--- config.mk ---
export PLATFORM = sky130hd
export DESIGN_NAME = uart_tx_fifo
export DESIGN_NICKNAME = d
export VERILOG_FILES = /design/src/rtl/uart_tx_fifo.sv
export SDC_FILE = /design/constraint.sdc
export NUM_CORES = 1
export LEC_CHECK = 0
export CORE_ASPECT_RATIO = 0.75
export CORE_MARGIN = 10
export CORE_UTILIZATION = 40
export DETAILED_ROUTE_END_ITERATION = 12
export PLACE_DENSITY_LB_ADDON = 0.05
export SKIP_LAST_GASP = 1
export SYNTH_ARGS = -nofsm -noshare
export SYNTH_HDL_FRONTEND = slang
export SYNTH_SLANG_ARGS = --single-unit
--- constraint.sdc ---
create_clock -name clk -period 3.3 [get_ports clk]
set_input_delay 0.495 -clock clk [delete_from_list [all_inputs] [get_ports clk]]
set_output_delay 0.495 -clock clk [all_outputs]
set_load 0.01 [all_outputs]
--- src/rtl/uart_tx_fifo.sv ---
// Buffered UART transmitter: a FIFO feeds a frame serialiser with CTS gating,
// optional parity, one or two stop bits and break generation, paced by tx_tick.
module uart_tx_fifo #(
  parameter int FIFO_DEPTH  = 16,
  parameter int SYNC_STAGES = 2
) (
  input  logic                        clk,
  input  logic                        rst_n,
  input  logic                        tx_tick,
  input  logic [1:0]                  i_num_bit_data,
  input  logic                        i_parity_en,
  input  logic                        i_parity_type,
  input  logic                        i_stop_2,
  input  logic                        i_wr_en,
  input  logic [7:0]                  i_wr_data,
  output logic                        o_full,
  output logic                        o_empty,
  output logic [$clog2(FIFO_DEPTH):0] o_level,
  output logic                        o_wr_ovf,
  input  logic                        i_cts_n,
  input  logic                        i_break,
  output logic                        o_busy,
  output logic                        o_tx_done,
  output logic                        o_tx_serial
);

  localparam int AW = $clog2(FIFO_DEPTH);
  localparam int LW = AW + 1;
  localparam logic [LW-1:0] DEPTH_L = LW'(FIFO_DEPTH);

  typedef enum logic [2:0] {
    S_IDLE   = 3'd0,
    S_START  = 3'd1,
    S_DATA   = 3'd2,
    S_PARITY = 3'd3,
    S_STOP1  = 3'd4,
    S_STOP2  = 3'd5,
    S_BREAK  = 3'd6
  } state_e;

  // Parity over data bits 0..last_idx; the odd flag seeds the inversion.
  function automatic logic parity_f(input logic [7:0] data, input logic [2:0] last_idx,
                                    input logic odd);
    logic p;
    p = odd;
    for (int i = 0; i < 8; i++) begin
      if (3'(i) <= last_idx) begin
        p = p ^ data[i];
      end else begin
        p = p;
      end
    end
    return p;
  endfunction

  logic [SYNC_STAGES-1:0] cts_sync_q;
  logic [7:0]             mem_q [FIFO_DEPTH];
  logic [AW-1:0]          wr_ptr_q, rd_ptr_q;
  logic [LW-1:0]          count_q, count_d;
  logic                   full_q, empty_q, ovf_q;

  state_e                 state_q;
  logic [7:0]             data_q;
  logic [2:0]             bit_cnt_q, last_idx_q;
  logic                   par_en_q, par_odd_q, stop2_q;
  logic                   line_q, done_q, busy_q;

  logic                   cts_ok_s, push_s, pop_s, idle_slot_s, eof_slot_s, launch_s;
  logic [7:0]             head_s;

  assign cts_ok_s    = ~cts_sync_q[SYNC_STAGES-1];
  assign push_s      = i_wr_en & ~full_q;
  assign head_s      = mem_q[rd_ptr_q];
  // End-of-frame ticks are treated as IDLE ticks so frames can run back-to-back.
  assign eof_slot_s  = ((state_q == S_STOP1) & ~stop2_q) | (state_q == S_STOP2);
  assign idle_slot_s = (state_q == S_IDLE) | eof_slot_s;
  assign launch_s    = ~i_break & ~empty_q & cts_ok_s;
  assign pop_s       = tx_tick & idle_slot_s & launch_s;

  assign o_full      = full_q;
  assign o_empty     = empty_q;
  assign o_level     = count_q;
  assign o_wr_ovf    = ovf_q;
  assign o_busy      = busy_q;
  assign o_tx_done   = done_q;
  assign o_tx_serial = line_q;

  // CTS synchroniser; resets to "not clear to send".
  always_ff @(posedge clk or negedge rst_n) begin
    if (!rst_n) begin
      cts_sync_q <= {SYNC_STAGES{1'b1}};
    end else begin
      cts_sync_q <= {cts_sync_q[SYNC_STAGES-2:0], i_cts_n};
    end
  end

  // Next occupancy from the accepted push and pop of this cycle.
  always_comb begin
    count_d = count_q;
    case ({push_s, pop_s})
      2'b10:   count_d = count_q + LW'(1);
      2'b01:   count_d = count_q - LW'(1);
      default: count_d = count_q;
    endcase
  end

  // FIFO payload storage; validity is tracked by the pointers and count.
  always_ff @(posedge clk) begin
    if (push_s) begin
      mem_q[wr_ptr_q] <= i_wr_data;
    end
  end

  // FIFO pointers, occupancy and status flags.
  always_ff @(posedge clk or negedge rst_n) begin
    if (!rst_n) begin
      wr_ptr_q <= '0;
      rd_ptr_q <= '0;
      count_q  <= '0;
      full_q   <= 1'b0;
      empty_q  <= 1'b1;
      ovf_q    <= 1'b0;
    end else begin
      if (push_s) wr_ptr_q <= wr_ptr_q + AW'(1);
      if (pop_s)  rd_ptr_q <= rd_ptr_q + AW'(1);
      count_q <= count_d;
      full_q  <= (count_d == DEPTH_L);
      empty_q <= (count_d == '0);
      ovf_q   <= i_wr_en & full_q;
    end
  end

  // Frame FSM with registered line, busy and done outputs.
  always_ff @(posedge clk or negedge rst_n) begin
    if (!rst_n) begin
      state_q    <= S_IDLE;
      data_q     <= 8'h00;
      bit_cnt_q  <= 3'd0;
      last_idx_q <= 3'd7;
      par_en_q   <= 1'b0;
      par_odd_q  <= 1'b0;
      stop2_q    <= 1'b0;
      line_q     <= 1'b1;
      done_q     <= 1'b0;
      busy_q     <= 1'b0;
    end else begin
      done_q <= 1'b0;
      if (tx_tick) begin
        if (idle_slot_s) begin
          done_q <= eof_slot_s;
          if (i_break) begin
            state_q <= S_BREAK;
            line_q  <= 1'b0;
            busy_q  <= 1'b1;
          end else if (launch_s) begin
            state_q    <= S_START;
            line_q     <= 1'b0;
            busy_q     <= 1'b1;
            data_q     <= head_s;
            last_idx_q <= 3'd4 + {1'b0, i_num_bit_data};
            par_en_q   <= i_parity_en;
            par_odd_q  <= i_parity_type;
            stop2_q    <= i_stop_2;
          end else begin
            state_q <= S_IDLE;
            line_q  <= 1'b1;
            busy_q  <= 1'b0;
          end
        end else begin
          case (state_q)
            S_START: begin
              state_q   <= S_DATA;
              line_q    <= data_q[0];
              bit_cnt_q <= 3'd0;
            end
            S_DATA: begin
              if (bit_cnt_q == last_idx_q) begin
                if (par_en_q) begin
                  state_q <= S_PARITY;
                  line_q  <= parity_f(data_q, last_idx_q, par_odd_q);
                end else begin
                  state_q <= S_STOP1;
                  line_q  <= 1'b1;
                end
              end else begin
                bit_cnt_q <= bit_cnt_q + 3'd1;
                line_q    <= data_q[bit_cnt_q + 3'd1];
              end
            end
            S_PARITY: begin
              state_q <= S_STOP1;
              line_q  <= 1'b1;
            end
            S_STOP1: begin
              state_q <= S_STOP2;
              line_q  <= 1'b1;
            end
            S_BREAK: begin
              if (!i_break) begin
                state_q <= S_IDLE;
                line_q  <= 1'b1;
                busy_q  <= 1'b0;
              end
            end
            default: begin
              state_q <= S_IDLE;
              line_q  <= 1'b1;
              busy_q  <= 1'b0;
            end
          endcase
        end
      end
    end
  end

endmodule

==> flow_results.xml, run 1 <==
<?xml version="1.0" encoding="UTF-8"?>
<metrics>
  <group name="status">
    <metric name="outcome" unit="">complete, no violations</metric>
  </group>
  <group name="logic_synthesis">
    <metric name="synth_area" unit="sq um">7060</metric>
    <metric name="synth_enable_flop_cells" unit="">128</metric>
    <metric name="number_of_register_bits_inferred_by_synthesis" unit="">168</metric>
    <metric name="cell_taking_the_most_area_after_synthesis" unit="">sky130_fd_sc_hd__edfxtp_1</metric>
    <metric name="yosys.cell_types.count" unit="">44</metric>
    <metric name="post_synth_inst_count" unit="">392</metric>
    <metric name="synthArstFlopShare" unit="%">23.8</metric>
    <metric name="yosys-top-cells-area" unit="">sky130_fd_sc_hd__edfxtp_1 (54%), sky130_fd_sc_hd__mux4_2 (13%), sky130_fd_sc_hd__dfrtp_1 (12%)</metric>
    <metric name="syn_nets" unit="">419</metric>
    <metric name="synth_seq_area_share" unit="%">68.8</metric>
    <metric name="synthesis.yosys.warnings" unit="">0</metric>
    <metric name="average_instance_area_after_synthesis" unit="sq um">18.0</metric>
    <metric name="post-synth-top-area-fraction" unit="%">54.5</metric>
    <metric name="ys_dominant_reg_cell" unit="">sky130_fd_sc_hd__edfxtp_1</metric>
  </group>
  <group name="critical_path">
    <metric name="r2r_start" unit="">o_empty</metric>
    <metric name="crit_buf_inv" unit="">3</metric>
    <metric name="cp.required" unit="ps">3630</metric>
    <metric name="worst-r2r-cell-count" unit="">10</metric>
    <metric name="path_class" unit="">input pin to flop</metric>
    <metric name="r2r_slack" unit="ps">240</metric>
    <metric name="worst-endpoint-arrival" unit="ps">3460</metric>
    <metric name="crit_reg_reg_endpoint" unit="">o_full</metric>
    <metric name="cp_top_family" unit="">buffers and inverters</metric>
    <metric name="delay_contributed_by_the_slowest_stage_of_the_critical_path" unit="ps">480</metric>
    <metric name="worst-path-max-fanout" unit="">23</metric>
    <metric name="critical_path.cell_chain" unit="">clkdlybuf4s50_1 -&gt; or4b_4 -&gt; a2111oi_4 -&gt; buf_4 -&gt; buf_6 -&gt; ha_2 -&gt; a21oi_1 -&gt; a2111oi_1 -&gt; a31oi_1 -&gt; xnor2_1 -&gt; nor4b_2</metric>
    <metric name="cell_at_the_slowest_stage_of_the_critical_path" unit="">sky130_fd_sc_hd__clkdlybuf4s50_1</metric>
    <metric name="crit_path_end_kind" unit="">flop</metric>
    <metric name="worst_setup_path_start_kind" unit="">input pin</metric>
  </group>
  <group name="floorplanning">
    <metric name="start_util" unit="%">41.3</metric>
    <metric name="die_x" unit="um">173</metric>
    <metric name="core.rowCount" unit="">41</metric>
    <metric name="vertical_extent_of_the_die" unit="um">135</metric>
    <metric name="die_area" unit="sq um">23400</metric>
    <metric name="core_area" unit="sq um">17100</metric>
    <metric name="num_io_pins" unit="">30</metric>
  </group>
  <group name="power_and_ir_drop">
    <metric name="design_power_total" unit="mW">7.52</metric>
    <metric name="powerDensity" unit="nW/um^2">899</metric>
    <metric name="static-leakage-power" unit="nW">2.83</metric>
    <metric name="ir_drop" unit="mV">0.359</metric>
  </group>
  <group name="sta">
    <metric name="finClkSkew" unit="ps">10.2</metric>
    <metric name="timing_worst_slew_pin_value" unit="ps">792</metric>
    <metric name="tns" unit="ps">0</metric>
    <metric name="report.final.slew_viol_count" unit="">0</metric>
    <metric name="rsz0062_at_grt" unit="">false</metric>
    <metric name="hold_viol" unit="">0</metric>
    <metric name="maxClockFrequency" unit="GHz">0.319</metric>
    <metric name="period_minus_slack" unit="ps">3130</metric>
    <metric name="relSlewSlack" unit="%">47.2</metric>
    <metric name="final.period_utilization" unit="%">94.9</metric>
    <metric name="finalSetupViolCount" unit="">0</metric>
  </group>
  <group name="hold_path">
    <metric name="hold_path.class" unit="">input pin to asynchronous set/reset pin</metric>
  </group>
  <group name="global_route">
    <metric name="grt.total_usage" unit="%">13.5</metric>
    <metric name="grt.overflow.total" unit="">0</metric>
    <metric name="grt_start_max_net_pins" unit="">36</metric>
    <metric name="initial_antenna_violation_count" unit="">0</metric>
    <metric name="grt_pass1_vias" unit="">3704</metric>
    <metric name="grt_first_pass_wirelength" unit="mm">23.4</metric>
  </group>
  <group name="cts">
    <metric name="htree_levels" unit="">4</metric>
    <metric name="tritoncts_clock_tree" unit="">yes</metric>
    <metric name="clock_tree.buffer_depth" unit="">2</metric>
    <metric name="worst_skew_pair.late_latency" unit="ps">420</metric>
    <metric name="clock-sinks" unit="">168</metric>
    <metric name="cts.reportedPaths.clkPinSlew" unit="ps">70</metric>
    <metric name="library_cell_used_as_clock_root_buffer" unit="">sky130_fd_sc_hd__clkbuf_16</metric>
    <metric name="cts_made_buffers" unit="">17</metric>
    <metric name="cts-hold-fix-buffers" unit="">0</metric>
  </group>
  <group name="detailed_routing">
    <metric name="first_iter_violations" unit="">292</metric>
    <metric name="drt-total-wl" unit="mm">15.0</metric>
    <metric name="avgRoutedWirePerCell" unit="um">21.7</metric>
    <metric name="final_antenna_net_count" unit="">0</metric>
    <metric name="viasPerCell" unit="">5.19</metric>
    <metric name="number_of_remaining_drc_errors" unit="">0</metric>
    <metric name="initial_drt_pass_iterations" unit="">4</metric>
    <metric name="dr_total_vias" unit="">3585</metric>
  </group>
  <group name="layout">
    <metric name="antenna_diodes" unit="">0</metric>
    <metric name="area_growth_syn_to_layout" unit="%">18.5</metric>
    <metric name="final_cell_mix" unit="">sky130_fd_sc_hd__edfxtp_1 (128), sky130_fd_sc_hd__mux4_2 (42), sky130_fd_sc_hd__dfrtp_1 (33), sky130_fd_sc_hd__clkdlybuf4s50_1 (28), sky130_fd_sc_hd__xnor2_1 (19)</metric>
    <metric name="layout.cell_area.non_filler" unit="sq um">8360</metric>
    <metric name="layout.nets" unit="">469</metric>
    <metric name="layout.cells.most_common" unit="">sky130_fd_sc_hd__edfxtp_1</metric>
    <metric name="fraction_of_final_layout_cells_with_drive_strength_greater_than_1" unit="%">26.8</metric>
    <metric name="fill_cells" unit="">1439</metric>
  </group>
  <group name="place">
    <metric name="gp_congestion" unit="">0.804</metric>
    <metric name="detailed_place.area" unit="sq um">7710</metric>
    <metric name="io_buffer_count" unit="">29</metric>
    <metric name="hpwl" unit="mm">9.86</metric>
  </group>
  <group name="run">
    <metric name="max_cap_viol_count" unit="">0</metric>
  </group>
</metrics>
[report_power, final]
group,switching [mW],total [mW],internal [mW]
Clock,0.780,2.04,1.26
Sequential,0.365,3.05,2.69
Combinational,1.15,2.43,1.28
Total,2.29,7.52,5.22
[registers in the layout (all words and copies together), names as in the netlist, 2 cells and up]
name and count:
last_idx_q 2, rd_ptr_q 4, mem_q 128, o_level 5, cts_sync_q 2, state_q 3, data_q 8, bit_cnt_q 3
wr_ptr_q 4
[per-stage QoR]
stage	worst slack [ps]	hold slack (ps)	utilization (%)	instances
2_1_floorplan	60.6	199	-	392
3_3_place_gp	-340	346	45.2	657
3_5_place_dp	-409	353	45.2	657
4_1_cts	11.6	106	48.7	689
5_1_grt	0.198	143	48.9	691
6_report	169	97.7	48.9	691
[cell families (layout without fill, tap and decap cells)]
group,count (synthesis),in the layout,share of synthesized area [%]
mux,61,61,16.4
compound gates,37,37,3.69
flops,168,168,68.8
xor+xnor,22,22,2.73
fa+ha+maj,8,8,1.42
simple gates,70,70,5.58
buf+inv,26,89,1.44
[cell type report]
| type | instances | area [sq um] | area share, % |
|---|---|---|---|
| flip-flops and latches | 168 | 4850 | 58.1 |
| multi-input cells | 198 | 2120 | 25.4 |
| repair buffers | 49 | 452 | 5.40 |
| clock buffers | 19 | 433 | 5.18 |
| well taps | 236 | 295 | 3.53 |
| clock inverters | 13 | 178 | 2.13 |
| inverters | 8 | 30.0 | 0.359 |
[per-layer routing]
metal  share of wire [%]  global-route usage [%]  vias to the layer above
met5                   0                       0                        -
met4                0.33                    4.44                        0
met3                 5.6                    3.31                        2
met2                  45                    19.0                       77
met1                  49                    19.8                     1848
li1                    -                       -                     1658
[worst max-delay path by stage]
stage                        from       to  slack [ps]  cells past startpoint
after global placement    tx_tick  o_empty        -340                     13
after floorplan           i_break  o_empty          60                     10
after detailed placement  i_break  o_empty        -410                     13
after global routing      tx_tick  o_empty         0.2                     13
final                     tx_tick   o_full         170                     11
after CTS                 tx_tick  o_empty          10                     13
[synthesized netlist by cell type, types with 3 or more instances]
cell type                  number
sky130_fd_sc_hd__mux4_2        42
sky130_fd_sc_hd__nor2b_1        4
sky130_fd_sc_hd__buf_2          3
sky130_fd_sc_hd__inv_1          7
sky130_fd_sc_hd__buf_1          4
sky130_fd_sc_hd__dfstp_2        6
sky130_fd_sc_hd__mux2i_1        3
sky130_fd_sc_hd__clkbuf_1      11
sky130_fd_sc_hd__a31oi_1        5
sky130_fd_sc_hd__mux2_2        16
sky130_fd_sc_hd__nand2_1       17
sky130_fd_sc_hd__xor2_1         3
sky130_fd_sc_hd__a21oi_1        6
sky130_fd_sc_hd__o21ai_0       11
sky130_fd_sc_hd__edfxtp_1     128
sky130_fd_sc_hd__nor2_1         8
sky130_fd_sc_hd__nand3_1        7
sky130_fd_sc_hd__xnor2_1       19
sky130_fd_sc_hd__nor3_1         4
sky130_fd_sc_hd__and2_1        17
sky130_fd_sc_hd__ha_1           8
sky130_fd_sc_hd__nor4b_1        3
sky130_fd_sc_hd__dfrtp_1       34
[worst reg2reg max path: stages (launching register included)]
cell	delay (ps)
sky130_fd_sc_hd__dfstp_2	400
sky130_fd_sc_hd__or4b_4	560
sky130_fd_sc_hd__a2111oi_4	260
sky130_fd_sc_hd__buf_4	170
sky130_fd_sc_hd__buf_6	220
sky130_fd_sc_hd__ha_2	270
sky130_fd_sc_hd__a21oi_1	50
sky130_fd_sc_hd__a2111oi_1	420
sky130_fd_sc_hd__a31oi_1	100
sky130_fd_sc_hd__xnor2_1	210
sky130_fd_sc_hd__nor4b_2	300
[timing repair]
item,in CTS,in global routing
resized for setup,0,6
setup buffers,0,2
endpoints found under the setup margin,0,4
(Power assumes the default switching activity.)
==> run 2, diff against run 1 <==
CORE_MARGIN = 5   (was 10)
MAX_ROUTING_LAYER = met4   (was not set)
clock period = 3.82 ns   (was 3.3 ns; I/O delays follow)
==> run 2 against run 1 <==
- via count is 0.20% lower
- register-to-register slack better by 420 ps
- routed wire length is 3.6% lower
- power is 15% lower
- sequential cell count stayed put
- critical path depth is 2 higher
- critical path type unchanged
- first-iteration DRC count is 21% lower
- die area is 13% lower
- critical endpoint is now o_empty
- final cell count is 0.43% lower
- cell area is 1.5% lower
==> flow_results.xml, run 2 (same netlist as run 1, synthesis figures left out) <==
<?xml version="1.0" encoding="UTF-8"?>
<metrics>
  <group name="critical_path">
    <metric name="cp.required" unit="ps">4150</metric>
    <metric name="critical_path.cell_chain" unit="">clkdlybuf4s50_1 -&gt; or4b_4 -&gt; a2111oi_4 -&gt; nand2_1 -&gt; xnor2_1 -&gt; ha_1 -&gt; a21oi_1 -&gt; nand2_1 -&gt; a311o_1 -&gt; a31oi_1 -&gt; xor2_1 -&gt; buf_4 -&gt; nor4_2</metric>
    <metric name="worst-endpoint-arrival" unit="ps">3670</metric>
    <metric name="delay_contributed_by_the_slowest_stage_of_the_critical_path" unit="ps">490</metric>
    <metric name="cp_top_family" unit="">compound AO/OA/AOI/OAI gates</metric>
    <metric name="crit_path_end_kind" unit="">flop</metric>
    <metric name="worst-path-max-fanout" unit="">3</metric>
    <metric name="worst_setup_path_start_kind" unit="">input pin</metric>
    <metric name="cell_at_the_slowest_stage_of_the_critical_path" unit="">sky130_fd_sc_hd__clkdlybuf4s50_1</metric>
    <metric name="path_class" unit="">input pin to flop</metric>
    <metric name="crit_buf_inv" unit="">2</metric>
    <metric name="worst_path_most_repeated_cell" unit="">sky130_fd_sc_hd__nand2_1</metric>
  </group>
  <group name="place">
    <metric name="detailed_place.area" unit="sq um">7660</metric>
    <metric name="gp_congestion" unit="">0.787</metric>
    <metric name="io_buffer_count" unit="">29</metric>
    <metric name="hpwl" unit="mm">9.62</metric>
    <metric name="place.detailed.instances" unit="">656</metric>
  </group>
  <group name="layout">
    <metric name="layout.cell_area.non_filler" unit="sq um">8230</metric>
    <metric name="fraction_of_final_layout_cells_with_drive_strength_greater_than_1" unit="%">25.1</metric>
    <metric name="layout.cells.most_common" unit="">sky130_fd_sc_hd__edfxtp_1</metric>
    <metric name="antenna_diodes" unit="">0</metric>
    <metric name="area_growth_syn_to_layout" unit="%">16.7</metric>
    <metric name="layout.nets" unit="">460</metric>
    <metric name="post_layout_nonfiller_instances" unit="">688</metric>
    <metric name="number_of_flip_flops_under_the_largest_register_name" unit="">128</metric>
    <metric name="final_cell_mix" unit="">sky130_fd_sc_hd__edfxtp_1 (128), sky130_fd_sc_hd__mux4_2 (42), sky130_fd_sc_hd__dfrtp_1 (33), sky130_fd_sc_hd__clkdlybuf4s50_1 (28), sky130_fd_sc_hd__xnor2_1 (19)</metric>
    <metric name="fill_cells" unit="">1485</metric>
    <metric name="regMostFlops" unit="">mem_q</metric>
  </group>
  <group name="power_and_ir_drop">
    <metric name="powerDensity" unit="nW/um^2">775</metric>
    <metric name="static-leakage-power" unit="nW">2.77</metric>
    <metric name="design_power_total" unit="mW">6.38</metric>
    <metric name="ir_drop" unit="mV">0.281</metric>
  </group>
  <group name="floorplanning">
    <metric name="die_area" unit="sq um">20400</metric>
    <metric name="core.rowCount" unit="">42</metric>
    <metric name="vertical_extent_of_the_die" unit="um">125</metric>
    <metric name="core_area" unit="sq um">17500</metric>
    <metric name="start_util" unit="%">40.3</metric>
    <metric name="num_io_pins" unit="">30</metric>
    <metric name="die_x" unit="um">163</metric>
  </group>
  <group name="sta">
    <metric name="finClkSkew" unit="ps">8.69</metric>
    <metric name="tns" unit="ps">0</metric>
    <metric name="relSlewSlack" unit="%">38.1</metric>
    <metric name="finalSetupViolCount" unit="">0</metric>
    <metric name="maxClockFrequency" unit="GHz">0.300</metric>
    <metric name="period_minus_slack" unit="ps">3330</metric>
    <metric name="rsz0062_at_grt" unit="">false</metric>
    <metric name="timing_worst_slew_pin_value" unit="ps">928</metric>
    <metric name="final.period_utilization" unit="%">87.3</metric>
    <metric name="report.final.slew_viol_count" unit="">0</metric>
    <metric name="hold_viol" unit="">0</metric>
  </group>
  <group name="global_route">
    <metric name="grt_start_max_net_pins" unit="">41</metric>
    <metric name="grt.total_usage" unit="%">15.7</metric>
    <metric name="grt_first_pass_wirelength" unit="mm">22.8</metric>
    <metric name="grt.overflow.total" unit="">0</metric>
    <metric name="grt_pass1_vias" unit="">3724</metric>
    <metric name="initial_antenna_violation_count" unit="">0</metric>
  </group>
  <group name="hold_path">
    <metric name="hold_path.class" unit="">input pin to asynchronous set/reset pin</metric>
  </group>
  <group name="detailed_routing">
    <metric name="final_antenna_net_count" unit="">0</metric>
    <metric name="viasPerCell" unit="">5.20</metric>
    <metric name="dr_total_vias" unit="">3578</metric>
    <metric name="drt-total-wl" unit="mm">14.5</metric>
    <metric name="initial_drt_pass_iterations" unit="">4</metric>
    <metric name="number_of_remaining_drc_errors" unit="">0</metric>
    <metric name="avgRoutedWirePerCell" unit="um">21.0</metric>
    <metric name="first_iter_violations" unit="">230</metric>
  </group>
  <group name="run">
    <metric name="max_cap_viol_count" unit="">0</metric>
  </group>
  <group name="cts">
    <metric name="tritoncts_clock_tree" unit="">yes</metric>
    <metric name="cts-hold-fix-buffers" unit="">0</metric>
    <metric name="worst_skew_pair.late_latency" unit="ps">420</metric>
    <metric name="post-cts-setup-buffers" unit="">0</metric>
    <metric name="clock_tree.buffer_depth" unit="">2</metric>
    <metric name="htree_levels" unit="">4</metric>
    <metric name="post_cts.resized_instances" unit="">0</metric>
    <metric name="library_cell_used_as_clock_root_buffer" unit="">sky130_fd_sc_hd__clkbuf_16</metric>
    <metric name="cts.reportedPaths.clkPinSlew" unit="ps">60</metric>
    <metric name="cts_made_buffers" unit="">17</metric>
    <metric name="clock-sinks" unit="">168</metric>
  </group>
  <group name="status">
    <metric name="outcome" unit="">complete, no violations</metric>
  </group>
</metrics>
[run 2: area by class of cell]
| type | instances | area [sq um] | share of cell area [%] |
|---|---|---|---|
| Inverter | 8 | 30.0 | 0.365 |
| Sequential cell | 168 | 4850 | 59.0 |
| Multi-Input combinational cell | 198 | 2100 | 25.5 |
| Tap cell | 242 | 303 | 3.68 |
| Timing Repair Buffer | 40 | 368 | 4.47 |
| Clock buffer | 18 | 429 | 5.21 |
| Clock inverter | 14 | 146 | 1.78 |
[run 2: path summary, 6_finish.rpt]
check	startpoint	to	slack (ps)	cells after the start
setup / recovery	tx_tick	o_empty	490	13
hold / removal	rst_n	bit_cnt_q[1]	290	1
min in group clk	cts_sync_q[0]	cts_sync_q[1]	360	0
setup reg to reg	o_empty	o_empty	660	12
max in group asynchronous	rst_n	rd_ptr_q[0]	2890	1
hold reg to reg	cts_sync_q[0]	cts_sync_q[1]	360	0
[run 2: per-layer routing]
layer  wire, um  track usage, %  vias up
met3        692            4.08       10
met2       6210            20.2       77
met5          0               -        -
met4         80            3.25        0
met1       7480            24.9     1854
li1           -               -     1637
[run 2: power by group]
group / leakage, nW / internal, mW / switching [mW]
clock network: 0.279 / 0.967 / 0.716
registers: 1.64 / 2.32 / 0.329
logic: 0.856 / 1.07 / 0.979
total: 2.77 / 4.36 / 2.02
[run 2: per-stage QoR]
step / utilization, % / hold slack [ps] / worst slack (ps)
2_1_floorplan: - / 277 / 503
3_3_place_gp: 43.8 / 346 / 108
3_5_place_dp: 43.8 / 347 / 30.9
4_1_cts: 47.0 / 326 / 464
5_1_grt: 47.0 / 364 / 232
6_report: 47.0 / 292 / 485
